File: src/rtl/mips_pipe_pkg.sv
`default_nettype none
// ============================================================================
// Module      : mips_pipe_pkg
// Description : Shared types and defaults for the 5-stage MIPS pipeline.
// Revision    : 1.0 - initial release
// ============================================================================
package mips_pipe_pkg;

    localparam int INSTR_W = 32;

    localparam logic [INSTR_W-1:0] NOP_INSTR_DEFAULT = 32'h0000_0000;
    localparam logic [INSTR_W-1:0] PC_RESET_DEFAULT  = 32'h0000_0000;

    typedef enum logic [1:0] {
        ST_IDLE  = 2'd0,
        ST_FETCH = 2'd1,
        ST_HOLD  = 2'd2,
        ST_DRAIN = 2'd3
    } fetch_state_t;

    function automatic logic [INSTR_W-1:0] word_align(input logic [INSTR_W-1:0] addr);
        return {addr[INSTR_W-1:2], 2'b00};
    endfunction

endpackage
`default_nettype wire

File: src/rtl/if_id_reg.sv
`default_nettype none
// ============================================================================
// Module      : if_id_reg
// Description : Pipeline stage register with load, hold and bubble controls.
// Revision    : 1.0 - initial release
// ============================================================================
module if_id_reg #(
    parameter int               WIDTH     = 32,
    parameter logic [WIDTH-1:0] NOP_VALUE = '0
) (
    input  logic             clk,
    input  logic             rst_n,
    input  logic             i_load,
    input  logic             i_bubble,
    input  logic [WIDTH-1:0] i_instr,
    input  logic [WIDTH-1:0] i_pc4,
    output logic [WIDTH-1:0] o_instr,
    output logic [WIDTH-1:0] o_pc4,
    output logic             o_valid
);

    logic [WIDTH-1:0] r_instr;
    logic [WIDTH-1:0] r_pc4;
    logic             r_valid;

    // Bubble outranks load so a flush can never let a stale word through.
    always_ff @(posedge clk) begin
        if (!rst_n || i_bubble) begin
            r_instr <= NOP_VALUE;
            r_pc4   <= '0;
            r_valid <= 1'b0;
        end else if (i_load) begin
            r_instr <= i_instr;
            r_pc4   <= i_pc4;
            r_valid <= 1'b1;
        end
    end

    assign o_instr = r_instr;
    assign o_pc4   = r_pc4;
    assign o_valid = r_valid;

endmodule
`default_nettype wire

File: src/rtl/fetch_stage.sv
`default_nettype none
// ============================================================================
// Module      : fetch_stage
// Description : PC register, variable-latency fetch sequencer and IF/ID reg.
// Revision    : 1.0 - initial release
// ============================================================================
module fetch_stage
    import mips_pipe_pkg::*;
#(
    parameter logic [31:0] PC_RESET  = PC_RESET_DEFAULT,
    parameter logic [31:0] NOP_INSTR = NOP_INSTR_DEFAULT
) (
    input  logic        clk,
    input  logic        rst_n,
    input  logic        PCWrite,
    input  logic        IF_IDWrite,
    input  logic        BranchTaken,
    input  logic [31:0] BranchTarget,
    output logic        imem_req,
    output logic [31:0] imem_addr,
    input  logic        imem_ready,
    input  logic [31:0] imem_rdata,
    output logic [31:0] IF_ID_Instr,
    output logic [31:0] IF_ID_PC4,
    output logic        IF_ID_Valid,
    output logic        FetchBusy
);

    fetch_state_t r_state;
    fetch_state_t w_state_next;

    logic [31:0] r_pc;
    logic [31:0] r_buf;
    logic [31:0] r_redir_pc;

    logic [31:0] w_pc_plus4;
    logic [31:0] w_target;
    logic        w_advance;

    logic        w_pc_write;
    logic [31:0] w_pc_next;
    logic        w_buf_write;
    logic        w_redir_write;
    logic        w_ifid_load;
    logic        w_ifid_bubble;
    logic [31:0] w_ifid_instr;

    assign w_advance  = PCWrite & IF_IDWrite;
    assign w_pc_plus4 = r_pc + 32'd4;
    assign w_target   = word_align(BranchTarget);

    // State register
    always_ff @(posedge clk) begin
        if (!rst_n) begin
            r_state <= ST_IDLE;
        end else begin
            r_state <= w_state_next;
        end
    end

    // Next-state logic
    always_comb begin
        w_state_next = r_state;
        case (r_state)
            ST_IDLE:  w_state_next = ST_FETCH;
            ST_FETCH: begin
                if (BranchTaken) begin
                    w_state_next = imem_ready ? ST_FETCH : ST_DRAIN;
                end else if (imem_ready && !w_advance) begin
                    w_state_next = ST_HOLD;
                end
            end
            ST_HOLD: begin
                if (BranchTaken || w_advance) begin
                    w_state_next = ST_FETCH;
                end
            end
            ST_DRAIN: begin
                if (imem_ready) begin
                    w_state_next = ST_FETCH;
                end
            end
            default:  w_state_next = ST_IDLE;
        endcase
    end

    // Output and datapath control decode
    always_comb begin
        imem_req      = 1'b0;
        FetchBusy     = 1'b0;
        w_pc_write    = 1'b0;
        w_pc_next     = w_pc_plus4;
        w_buf_write   = 1'b0;
        w_redir_write = 1'b0;
        w_ifid_load   = 1'b0;
        w_ifid_bubble = 1'b0;
        w_ifid_instr  = imem_rdata;

        if (r_state == ST_FETCH || r_state == ST_DRAIN) begin
            imem_req  = 1'b1;
            FetchBusy = !imem_ready;
        end

        if (BranchTaken) begin
            w_ifid_bubble = 1'b1;
            w_pc_next     = w_target;
            case (r_state)
                ST_FETCH: begin
                    w_pc_write    = imem_ready;
                    w_redir_write = !imem_ready;
                end
                ST_DRAIN: begin
                    w_redir_write = 1'b1;
                    w_pc_write    = imem_ready;
                end
                default:  w_pc_write = 1'b1;
            endcase
        end else begin
            case (r_state)
                ST_FETCH: begin
                    if (imem_ready) begin
                        w_ifid_load = w_advance;
                        w_pc_write  = w_advance;
                        w_buf_write = !w_advance;
                    end else begin
                        w_ifid_bubble = w_advance;
                    end
                end
                ST_HOLD: begin
                    w_ifid_load  = w_advance;
                    w_pc_write   = w_advance;
                    w_ifid_instr = r_buf;
                end
                ST_DRAIN: begin
                    w_ifid_bubble = 1'b1;
                    w_pc_write    = imem_ready;
                    w_pc_next     = r_redir_pc;
                end
                default: ;
            endcase
        end
    end

    // PC stays put while a word is buffered, so the buffered PC+4 is r_pc+4.
    always_ff @(posedge clk) begin
        if (!rst_n) begin
            r_pc       <= PC_RESET;
            r_buf      <= NOP_INSTR;
            r_redir_pc <= PC_RESET;
        end else begin
            if (w_pc_write) begin
                r_pc <= w_pc_next;
            end
            if (w_buf_write) begin
                r_buf <= imem_rdata;
            end
            if (w_redir_write) begin
                r_redir_pc <= w_target;
            end
        end
    end

    assign imem_addr = r_pc;

    if_id_reg #(
        .WIDTH     (32),
        .NOP_VALUE (NOP_INSTR)
    ) u_if_id_reg (
        .clk      (clk),
        .rst_n    (rst_n),
        .i_load   (w_ifid_load),
        .i_bubble (w_ifid_bubble),
        .i_instr  (w_ifid_instr),
        .i_pc4    (w_pc_plus4),
        .o_instr  (IF_ID_Instr),
        .o_pc4    (IF_ID_PC4),
        .o_valid  (IF_ID_Valid)
    );

endmodule
`default_nettype wire

File: config.mk
export PLATFORM = sky130hd
export DESIGN_NAME = fetch_stage
export DESIGN_NICKNAME = d
export VERILOG_FILES = /design/src/rtl/mips_pipe_pkg.sv /design/src/rtl/if_id_reg.sv /design/src/rtl/fetch_stage.sv
export SDC_FILE = /design/constraint.sdc
export NUM_CORES = 1
export LEC_CHECK = 0
export ABC_AREA = 1
export ABC_CLOCK_PERIOD_IN_PS = 2200
export BUFFER_PORTS_ARGS = -buffer_cell sky130_fd_sc_hd__buf_2
export CAP_MARGIN = 20
export CORE_MARGIN = 3
export CORE_UTILIZATION = 45
export CTS_CLUSTER_SIZE = 25
export DETAILED_ROUTE_END_ITERATION = 10
export GPL_ROUTABILITY_DRIVEN = 0
export PLACE_DENSITY = 0.68
export SLEW_MARGIN = 20
export SYNTH_ARGS = -nofsm -noshare
export SYNTH_HDL_FRONTEND = slang
export SYNTH_SLANG_ARGS = --single-unit
File: constraint.sdc
create_clock -name clk -period 2.2 [get_ports clk]
set_input_delay 0.66 -clock clk [delete_from_list [all_inputs] [get_ports clk]]
set_output_delay 0.66 -clock clk [all_outputs]
set_load 0.05 [all_outputs]
### Word level (Yosys, flattened, before mapping)

Index checks and enable logic that the tools add are counted.
W data, S select, Z words.

| word-level totals | value |
|---|---|
| register bits after elaboration | 161 |
| input port bits | 70 |
| output and inout port bits | 99 |
| word-level logic and storage cells | 51 |

| cells by class | value |
|---|---|
| $add $sub $neg | 1 |
| eq/ne operators | 6 |
| muxes and demuxes | 26 |
| bitwise operators | 1 |
| reduce and logical (&&, ||, !) cells | 10 |

Operators by type and width:

| operator | count |
|---|---|
| $mux W32 | 4 |
| $add A32 B3 Y32 const B | 1 |
| $mux W1 | 12 |
| $mux W2 | 5 |
| $pmux W2 S4 | 1 |
| $pmux W1 S2 | 3 |
| $eq A2 B2 Y1 const B | 2 |
| $ne A2 B2 Y1 const B | 2 |
| $logic_not A1 Y1 | 3 |
| $logic_or A1 B1 Y1 | 3 |
| $ne A3 B3 Y1 const B | 1 |
| $pmux W1 S3 | 1 |
| $reduce_and A3 Y1 | 1 |
| $eq A2 B1 Y1 const B | 1 |
| $logic_not A2 Y1 | 1 |
| $reduce_or A2 Y1 | 1 |
| $and A1 B1 Y1 | 1 |
| $logic_and A1 B1 Y1 | 1 |

### Logic depth before layout (Yosys ltp)

Gate-level depths: netlist (run 1).

| logic depth | value |
|---|---|
| depth after elaboration | 6 |
| gate-level depth with buffers | 12 |
| gate-level depth less buffers | 12 |

### Modules after synthesis

Synthesis (run 1) repeated with hierarchy kept, for this count alone.

| second synthesis, totals | value |
|---|---|
| cells, all modules | 1128 |
| area, all modules | 7613.6 µm² |

Modules (own cells, without submodules):

| module | instances | cells each | area each (µm²) | sequential area each (µm²) |
|---|---|---|---|---|
| fetch_stage | 1 | 846 | 5360.1 | 1881.8 |
| if_id_reg | 1 | 282 | 2253.4 | 1301.2 |

### Worst setup path before layout (run 1)

OpenSTA, ideal clock, no wires.

| path | value |
|---|---|
| kind | reg-to-output |
| start | register r_state[1] |
| end | output FetchBusy |
| arrival | 1.481 ns |
| data required time | 1.540 ns |
| slack | 0.059 ns |
| cell stages (with the launch flop) | 7 |
| buffers on the path | 0 |
| cells stage by stage | dfxtp_1 inv_1 ha_1 inv_2 nand2_1 nand2_1 inv_1 |

| between the ends | value |
|---|---|
| cells in the longest elaborated chain, start to end | 3 |
| elaborated cells on any way between the ends | 4 |
| those cells by class | eq/ne: 2; mux: 1; reduce/logical: 1 |

RTL lines:

| what | line | text |
|---|---|---|
| from (decl) | fetch_stage.sv:29 | `fetch_state_t r_state;` |
| from (signal assigned) | fetch_stage.sv:57 | `r_state <= w_state_next;` |
| $eq A2 B1 Y1 or $eq A2 B2 Y1 (tied branches) | fetch_stage.sv:99 | `if (r_state == ST_FETCH \|\| r_state == ST_DRAIN) begin` |
| $logic_or A1 B1 Y1 * | fetch_stage.sv:99 |  |
| $mux W1 * | fetch_stage.sv:99 |  |
| to (decl) | fetch_stage.sv:26 | `output logic FetchBusy` |

Every way passes the cells marked *; elsewhere a longest branch is shown, timed or not.

### Final worst setup path (run 1)

Same ends and word-level chain as after synthesis.

==> results of run 1 <==
logic make-up after synthesis:
| family | share of synthesized area [%] |
|---|---|
| adders and majority gates | 0.836 |
| buffers and inverters | 9.63 |
| and+or+nand+nor | 24.6 |
| other | 0.0501 |
| xor gates and xnor gates | 1.76 |
| DFF | 42.0 |
| AOI/OAI and AO/OA | 21.1 |
power groups by stage:
stage,clock network [uW],logic [uW],registers (uW)
finish,2840,1190,3140
floorplan,0,631,3390
global placement,0,1170,3190
detailed placement,0,1170,3190
global route,3010,1300,3160
CTS,2870,1190,3130
worst max path at each step:
stage | start | endpoint | cells past startpoint
6_report | r_state[1] | FetchBusy | 7
5_1_grt | r_state[1] | FetchBusy | 7
4_1_cts | r_state[1] | FetchBusy | 7
3_5_place_dp | imem_ready | u_if_id_reg.o_instr[21] | 8
3_3_place_gp | imem_ready | u_if_id_reg.o_instr[16] | 8
2_1_floorplan | r_state[1] | FetchBusy | 6
flip-flops by register name (all words and copies together), names as in the netlist:
name / flops
r_redir_pc: 30
u_if_id_reg.o_pc4: 30
r_state: 2
u_if_id_reg.o_instr: 32
imem_addr: 30
r_buf: 32
u_if_id_reg.o_valid: 1
final cells by class:
class / instances / area [um2]
sequential: 157 / 3150
fill: 1553 / 6990
clock buffer: 18 / 429
timing repair buffer: 193 / 1100
antenna: 1 / 2.50
inverter: 85 / 323
multi-input combinational: 731 / 3660
clock inverter: 14 / 134
tap: 216 / 270
through the flow:
| step | setup WS (ns) | instances | hold WS [ns] |
|---|---|---|---|
| 5_1_grt | 0.000765 | 1414 | 0.458 |
| 3_5_place_dp | 0.192 | 1382 | 0.435 |
| 6_report | 0.0739 | 1415 | 0.444 |
| 2_1_floorplan | 0.0590 | 1044 | 0.424 |
| 4_1_cts | 0.0246 | 1414 | 0.446 |
| 3_3_place_gp | 0.225 | 1382 | 0.432 |
layer usage:
metal  wire, um  up-vias
li1           -     3729
met1       9280     3329
met2      10000      239
met3       1770       43
met4        476        6
met5         41        -
layout by cell type (no fill, tap or decap), types with 9 or more instances in the layout:
cell type,synthesis,layout
a31oi_1,33,33
a211oi_1,9,9
buf_4,10,27
clkbuf_16,0,17
inv_2,9,10
inv_1,74,72
nand2_1,223,222
nor2_1,105,105
a21oi_1,85,85
dfxtp_1,157,155
buf_2,22,161
xnor2_1,11,11
o211ai_1,26,26
o21ai_0,114,114
nand3_1,65,65
worst max-delay path, cell delays in order (launching register included):
cell and delay (ns):
dfxtp_4 0.37, inv_2 0.06, ha_4 0.17, inv_2 0.08, nand2_1 0.10, nand2_2 0.09
inv_2 0.04, buf_6 0.14
==> impl_metrics.py, run 1 <==
metrics = {
    "logic_synthesis": {
        "ys_seq_area_share_pct": 42.0,
        "yosys.area.top_type": "dfxtp_1",
        "async_flop_share_pct": 0,
        "synth_edf_count": 0,
        "yosysMostFrequentCell": "nand2_1",
        "yosys_warnings": 0,
        "synth_common_cells": "nand2_1 (223), dfxtp_1 (157), o21ai_0 (114)",
        "avgSynthCellArea_um2": 7.19,
        "synth_area_mm2": 0.00748,
        "synth_seq_cells": 157,
        "ys_types": 38,
        "synth_top_flop_cell": "dfxtp_1",
        "synth.area.top_cells": "dfxtp_1 (42%), nand2_1 (11%), o21ai_0 (7.6%)",
        "synth_top_area_share_pct": 42.0,
        "syn_inst": 1041,
    },
    "global_routing": {
        "grt_pass1_wl_um": 34200,
        "antenna_found_initial": 3,
        "gr-total-overflow": 0,
        "use_met2_pct": 37.4,
        "grt_pass1_vias": 6693,
        "track_usage_pct": 23.4,
        "met1_usage_pct": 30.4,
        "grt_start_max_net_pins": 65,
        "grt_use_met3_pct": 6.71,
        "grt_busiest_layer": "met2",
    },
    "die": {
        "start_util_pct": 46.6,
        "core_mm2": 0.0161,
        "die_y_um": 135,
        "chipWidth_um": 135,
        "rows": 46,
        "dieArea_mm2": 0.0182,
        "top_level_ports": 169,
    },
    "drt": {
        "vias_per_cell": 5.19,
        "dr.pass1.iters": 6,
        "ant_nets": 0,
        "vias": 7346,
        "wl_per_cell_um": 15.2,
        "drcViolationCount": 0,
        "drt_iter0_drc": 567,
        "routed_wl_um": 21600,
    },
    "setup_path": {
        "worstPathArrival_ns": 1.47,
        "critPathCaptureType": "output port",
        "cp-start-kind": "flop",
        "r2r_slack_ns": 0.28,
        "worst-path-max-fanout": 3,
        "crit_type": "flop to output port",
        "timing.rr.end": "r_state[1]",
        "required_ns": 1.54,
        "rr_worst_depth": 7,
        "r2r_start": "r_state[0]",
    },
    "power_and_ir_drop": {
        "leakagePower_uw": 0.00419,
        "power_density_mw_per_mm2": 791,
        "swShare_pct": 31.4,
        "internal_power_uw": 4920,
        "combPwrFrac_pct": 16.6,
        "p_seq_share_pct": 43.8,
        "ir_drop_mv": 0.499,
        "pwr-share-clk_pct": 39.6,
        "switching_power_uw": 2250,
        "power_uw": 7170,
    },
    "placed_design": {
        "dp_hpwl_um": 15200,
        "io_buffer_count": 162,
        "place_area_mm2": 0.00846,
    },
    "cts": {
        "cts_made_buffers": 17,
        "cts_tree": "built",
        "cts-resized-gates": 7,
        "cts.sinks": 157,
        "post_cts_buffers": 0,
        "htree_levels": 4,
        "cts_buffer_depth": 2,
        "ctsHoldBuffers": 0,
        "clk_latency_ns": 0.43,
        "cts_root_buf": "clkbuf_16",
        "clk_transition_reported_paths_ns": 0.07,
    },
    "sta": {
        "finalHoldViolCount": 0,
        "finalCritPeriodShare_pct": 96.6,
        "setup_violations": 0,
        "slew_viol_final": 0,
        "rsz0062_at_grt": "no",
        "tightest_slew_ns": 0.604,
        "relSlewSlack_pct": 59.7,
        "period_minus_slack_ns": 2.13,
        "skew_ns": 0.00705,
        "tns_ns": 0,
        "fmax_mhz": 470,
    },
    "final_layout": {
        "layout-drive-gt1-share_pct": 22.7,
        "fin_area_mm2": 0.00907,
        "syn2layout_area_growth_pct": 21.1,
        "final_util_pct": 56.5,
        "final_nets": 1260,
    },
    "worst_hold_path": {
        "hold_end": "r_buf[31]",
        "hold_depth": 2,
        "min-delay-start": "r_buf[31]",
        "hold_path.class": "flop to flop",
    },
    "run": {
        "drv_cap": 0,
    },
    "run_status": {
        "status": "finished clean",
    },
}
Note: power is estimated with default switching activity, not from simulation.
==> run 2: changes to the inputs <==
Settings changed: CORE_MARGIN 3 to 1, SETUP_SLACK_MARGIN set to 0.15.
==> run 2 against run 1 <==
  * Global-route usage rose by 2.0 points
  * Register-to-register slack improved by 0.05 ns
  * Via count rose by 0.31%
  * Sequential cell count did not move
  * Non-clock buffer count rose by 2
  * Cell count rose by 0.21%
  * Critical endpoint is now imem_req
  * Largest power group unchanged
==> impl_metrics.py, run 2 (synthesis results as in run 1) <==
metrics = {
    "die": {
        "core_mm2": 0.0161,
        "chipWidth_um": 131,
        "start_util_pct": 46.6,
        "top_level_ports": 169,
        "rows": 46,
        "dieArea_mm2": 0.0172,
        "die_y_um": 131,
    },
    "setup_path": {
        "crit_type": "flop to output port",
        "cp-start-kind": "flop",
        "worstPathCellList": "ha_4 -> inv_6 -> nand2_4 -> buf_2",
        "crit_buf_inv": 2,
        "critPathCaptureType": "output port",
        "crit_path_max_incr_delay_ns": 0.39,
        "worstPathArrival_ns": 1.37,
        "cp_top_family": "flip-flops",
        "worst-path-max-fanout": 6,
        "slowest_stage": "dfxtp_4",
        "required_ns": 1.54,
    },
    "cts": {
        "cts_made_buffers": 17,
        "cts_root_buf": "clkbuf_16",
        "cts_buffer_depth": 2,
        "clk_transition_reported_paths_ns": 0.06,
        "clk_latency_ns": 0.42,
        "cts_tree": "built",
        "ctsHoldBuffers": 0,
        "cts.sinks": 157,
        "htree_levels": 4,
    },
    "placed_design": {
        "dp_hpwl_um": 14600,
        "pre_cts_ws_ns": 0.138,
        "dpl.cell_count": 1380,
        "io_buffer_count": 162,
        "place_area_mm2": 0.00845,
    },
    "drt": {
        "routed_wl_um": 21200,
        "ant_nets": 0,
        "drcViolationCount": 0,
        "drt_iter0_drc": 485,
        "dr.pass1.iters": 5,
        "vias": 7369,
        "vias_per_cell": 5.20,
        "wl_per_cell_um": 14.9,
    },
    "sta": {
        "tightest_slew_ns": 0.507,
        "relSlewSlack_pct": 66.0,
        "rsz0062_at_grt": "yes",
        "fmax_mhz": 494,
        "period_minus_slack_ns": 2.03,
        "setup_violations": 0,
        "skew_ns": 0.00963,
        "finalCritPeriodShare_pct": 92.1,
        "tns_ns": 0,
        "setup_slack_ns": 0.175,
        "finalHoldViolCount": 0,
        "slew_viol_final": 0,
    },
    "final_layout": {
        "layout-drive-gt1-share_pct": 22.7,
        "final_common_cell": "nand2_1",
        "final_cells": 1418,
        "final_nets": 1262,
        "multi_input_area_mm2": 0.00367,
        "syn2layout_area_growth_pct": 21.8,
        "ff_latch_area_mm2": 0.00315,
        "fin_area_mm2": 0.00912,
        "final_cell_mix": "nand2_1 (221), buf_2 (161), dfxtp_1 (155)",
        "fillCellCount": 1524,
    },
    "global_routing": {
        "gr-total-overflow": 0,
        "antenna_found_initial": 4,
        "grt_pass1_vias": 6643,
        "grt_pass1_wl_um": 33600,
        "track_usage_pct": 25.4,
        "grt_start_max_net_pins": 38,
    },
    "run": {
        "drv_cap": 0,
    },
    "run_status": {
        "status": "finished clean",
    },
    "worst_hold_path": {
        "hold_path.class": "flop to flop",
    },
    "power_and_ir_drop": {
        "leakagePower_uw": 0.00422,
        "power_density_mw_per_mm2": 797,
        "ir_drop_mv": 0.551,
    },
}
-- run 2: worst paths after layout --
path	endpoint	slack (ns)	startpoint	cells after the start
setup / recovery	imem_req	0.17	r_state[0]	4
setup reg to reg	imem_addr[27]	0.33	r_state[1]	12
hold reg to reg	r_buf[31]	0.45	r_buf[31]	2
hold / removal	r_buf[31]	0.45	r_buf[31]	2
-- run 2: timing repair --
| action | 4_1_cts | 5_1_grt |
|---|---|---|
| endpoints found under the setup margin | 2 | 3 |
| buffers inserted | 3 | 1 |
| pin swaps | 1 | 3 |
| gates resized for setup | 16 | 4 |
-- run 2: cell type report --
type	count	area share, %
multi-input combinational	731	40.2
sequential	157	34.5
timing repair buffer	195	12.3
clock buffer	21	4.83
inverter	85	3.66
tap	216	2.96
clock inverter	11	1.45
antenna	2	0.0549
-- run 2: worst reg2reg max path: stages (launching register included) --
cell and delay (ns):
dfxtp_4 0.37, inv_4 0.07, ha_4 0.14, inv_4 0.04
buf_4 0.13, o21bai_4 0.16, nand2_1 0.06, o21ai_1 0.07
nand2_1 0.09, nand2_4 0.17, buf_12 0.22, o21ai_0 0.12
a21oi_1 0.15
-- run 2: routing by layer --
layer	up-vias	wire length (um)	GRT usage, %
met4	4	359	8.72
met2	221	10200	42.1
met5	-	20	0
met3	30	1370	6.68
met1	3369	9240	31.8
li1	3745	-	-
-- run 2: where the power goes --
part | internal (uW) | total (uW) | switching (uW)
logic | 365 | 1210 | 847
clock network | 1690 | 2920 | 1230
registers | 2990 | 3140 | 149
total | 5040 | 7270 | 2220
-- run 2: metrics by stage --
| stage | hold slack, ns | power [uW] | util (%) |
|---|---|---|---|
| global route | 0.470 | 7550 | 56.8 |
| CTS | 0.448 | 7290 | 56.7 |
| floorplan | 0.424 | 4020 | - |
| finish | 0.446 | 7270 | 56.8 |
| detailed placement | 0.438 | 4360 | 52.6 |
| global placement | 0.433 | 4350 | 52.6 |
==> run 3: changes to the inputs <==
Settings changed: ABC_CLOCK_PERIOD_IN_PS 2200 to 2180, CTS_CLUSTER_DIAMETER set to 200.
Clock period 2.2 ns to 2.18 ns, I/O delays scaled along.
==> run 3 against run 2 <==
  * Non-clock buffer count is 4 higher
  * Worst setup slack worse by 0.015 ns
  * Utilization is 0.48 points higher
  * Combinational power up 4%
  * Hold slack better by 0.0063 ns
  * Sequential share of layout area decreased by 0.29 points
  * Highest routed layer unchanged
  * Sequential cell count unchanged
  * First-iteration DRC count grew 3.5%
  * Cell count rose by 0.35%
  * Power is 0.30% higher
==> impl_metrics.py, run 3 (synthesis results as in run 1) <==
metrics = {
    "global_routing": {
        "grt_pass1_wl_um": 33300,
        "grt_pass1_vias": 6729,
        "track_usage_pct": 25.1,
        "antenna_found_initial": 4,
        "grt_start_max_net_pins": 57,
        "gr-total-overflow": 0,
    },
    "cts": {
        "cts_buffer_depth": 2,
        "ctsHoldBuffers": 0,
        "clk_transition_reported_paths_ns": 0.07,
        "cts_made_buffers": 17,
        "cts_tree": "built",
        "clk_latency_ns": 0.43,
        "cts_root_buf": "clkbuf_16",
        "htree_levels": 4,
        "cts.sinks": 157,
    },
    "final_layout": {
        "layout-drive-gt1-share_pct": 23.3,
        "final_cell_mix": "nand2_1 (221), buf_2 (160), dfxtp_1 (155)",
        "syn2layout_area_growth_pct": 22.9,
        "final_cells": 1423,
        "final_common_cell": "nand2_1",
        "final_nets": 1266,
    },
    "power_and_ir_drop": {
        "ir_drop_mv": 0.578,
        "power_density_mw_per_mm2": 793,
        "leakagePower_uw": 0.00424,
    },
    "die": {
        "core_mm2": 0.0161,
        "start_util_pct": 46.6,
        "die_y_um": 131,
        "dieArea_mm2": 0.0172,
        "rows": 46,
        "top_level_ports": 169,
        "chipWidth_um": 131,
    },
    "sta": {
        "rsz0062_at_grt": "yes",
        "slew_viol_final": 0,
        "skew_ns": 0.00905,
        "tns_ns": 0,
        "setup_slack_ns": 0.160,
        "period_minus_slack_ns": 2.02,
        "tightest_slew_ns": 0.527,
        "relSlewSlack_pct": 64.6,
        "setup_violations": 0,
        "fmax_mhz": 495,
        "finalCritPeriodShare_pct": 92.7,
        "finalHoldViolCount": 0,
    },
    "setup_path": {
        "cp-start-kind": "flop",
        "crit_type": "flop to output port",
        "startpoint": "r_state[1]",
        "r2r_start": "r_state[1]",
        "timing.rr.end": "u_if_id_reg.o_instr[0]",
        "critPathCaptureType": "output port",
        "r2r_slack_ns": 0.28,
        "required_ns": 1.53,
        "worstPathArrival_ns": 1.37,
        "cp-endpoint": "FetchBusy",
        "rr_worst_depth": 10,
        "worst-path-max-fanout": 3,
    },
    "drt": {
        "vias_per_cell": 5.22,
        "wl_per_cell_um": 15.3,
        "ant_nets": 0,
        "vias": 7428,
        "routed_wl_um": 21700,
        "drcViolationCount": 0,
        "dr.pass1.iters": 5,
        "drt_iter0_drc": 502,
    },
    "run_status": {
        "status": "finished clean",
    },
    "placed_design": {
        "dpl.cell_count": 1376,
        "pre_cts_ws_ns": 0.0708,
        "io_buffer_count": 162,
        "dp_hpwl_um": 14600,
    },
    "run": {
        "drv_cap": 0,
    },
    "worst_hold_path": {
        "hold_path.class": "flop to flop",
    },
}
==> run 3: cell count changes in the layout (fill, tap and decap cells not counted), moves of 2 or more <==
cell / before / now
clkbuf_1: 4 / 0
clkbuf_16: 17 / 20
clkbuf_8: 0 / 3
clkinvlp_4: 2 / 5
buf_6: 0 / 2
bufinv_16: 2 / 0
==> run 3: worst max-delay path: stages (launching register included) <==
cell and delay, ns:
dfxtp_4 0.39, inv_4 0.05, ha_4 0.16, inv_4 0.06, nand2_4 0.05, nand2_2 0.06, inv_2 0.04, buf_8 0.14
==> run 3: power breakdown <==
group / internal, uW / switching [uW] / leakage [uW]
logic: 394 / 863 / 0.00270
clock network: 1570 / 1290 / 0.000264
registers: 3020 / 149 / 0.00128
total: 4990 / 2310 / 0.00424
==> run 3: layout make-up <==
type / instances / area, um2
Clock inverter: 12 / 101
Tap cell: 216 / 270
Timing Repair Buffer: 199 / 1200
Clock buffer: 20 / 467
Sequential cell: 157 / 3150
Inverter: 85 / 333
Multi-Input combinational cell: 731 / 3670
Antenna cell: 3 / 7.51
Fill cell: 1570 / 6860
==> run 3: how the worst min path moves through the flow <==
stage / depth (start not counted) / start / end
2_1_floorplan: 2 / r_buf[31] / r_buf[31]
3_3_place_gp: 2 / r_buf[31] / r_buf[31]
3_5_place_dp: 2 / r_buf[31] / r_buf[31]
4_1_cts: 3 / imem_rdata[10] / r_buf[10]
5_1_grt: 3 / imem_rdata[0] / r_buf[0]
6_report: 2 / r_buf[31] / r_buf[31]
==> run 3: through the flow <==
| step | area (um2) | hold WS (ns) | util, % | total power [uW] |
|---|---|---|---|---|
| 2_1_floorplan | 7500 | 0.424 | - | 4060 |
| 3_3_place_gp | 8410 | 0.431 | 52.4 | 4390 |
| 3_5_place_dp | 8410 | 0.443 | 52.4 | 4400 |
| 4_1_cts | 9060 | 0.452 | 56.4 | 7260 |
| 5_1_grt | 9190 | 0.455 | 57.2 | 7560 |
| 6_report | 9200 | 0.453 | 57.3 | 7290 |
==> run 3: repair_timing <==
action,4_1_cts,5_1_grt
resized for setup,17,6
setup endpoints to repair,2,21
cloned,0,3
pin swaps,2,2
buffers inserted,4,5
==> run 3: layer usage <==
layer	global-route usage (%)	part of all wire (%)	vias to the layer above
met5	0	0.11	-
li1	-	-	3747
met1	31.2	45	3442
met2	42.6	48	208
met3	6.72	6.2	27
met4	6.83	1.2	4
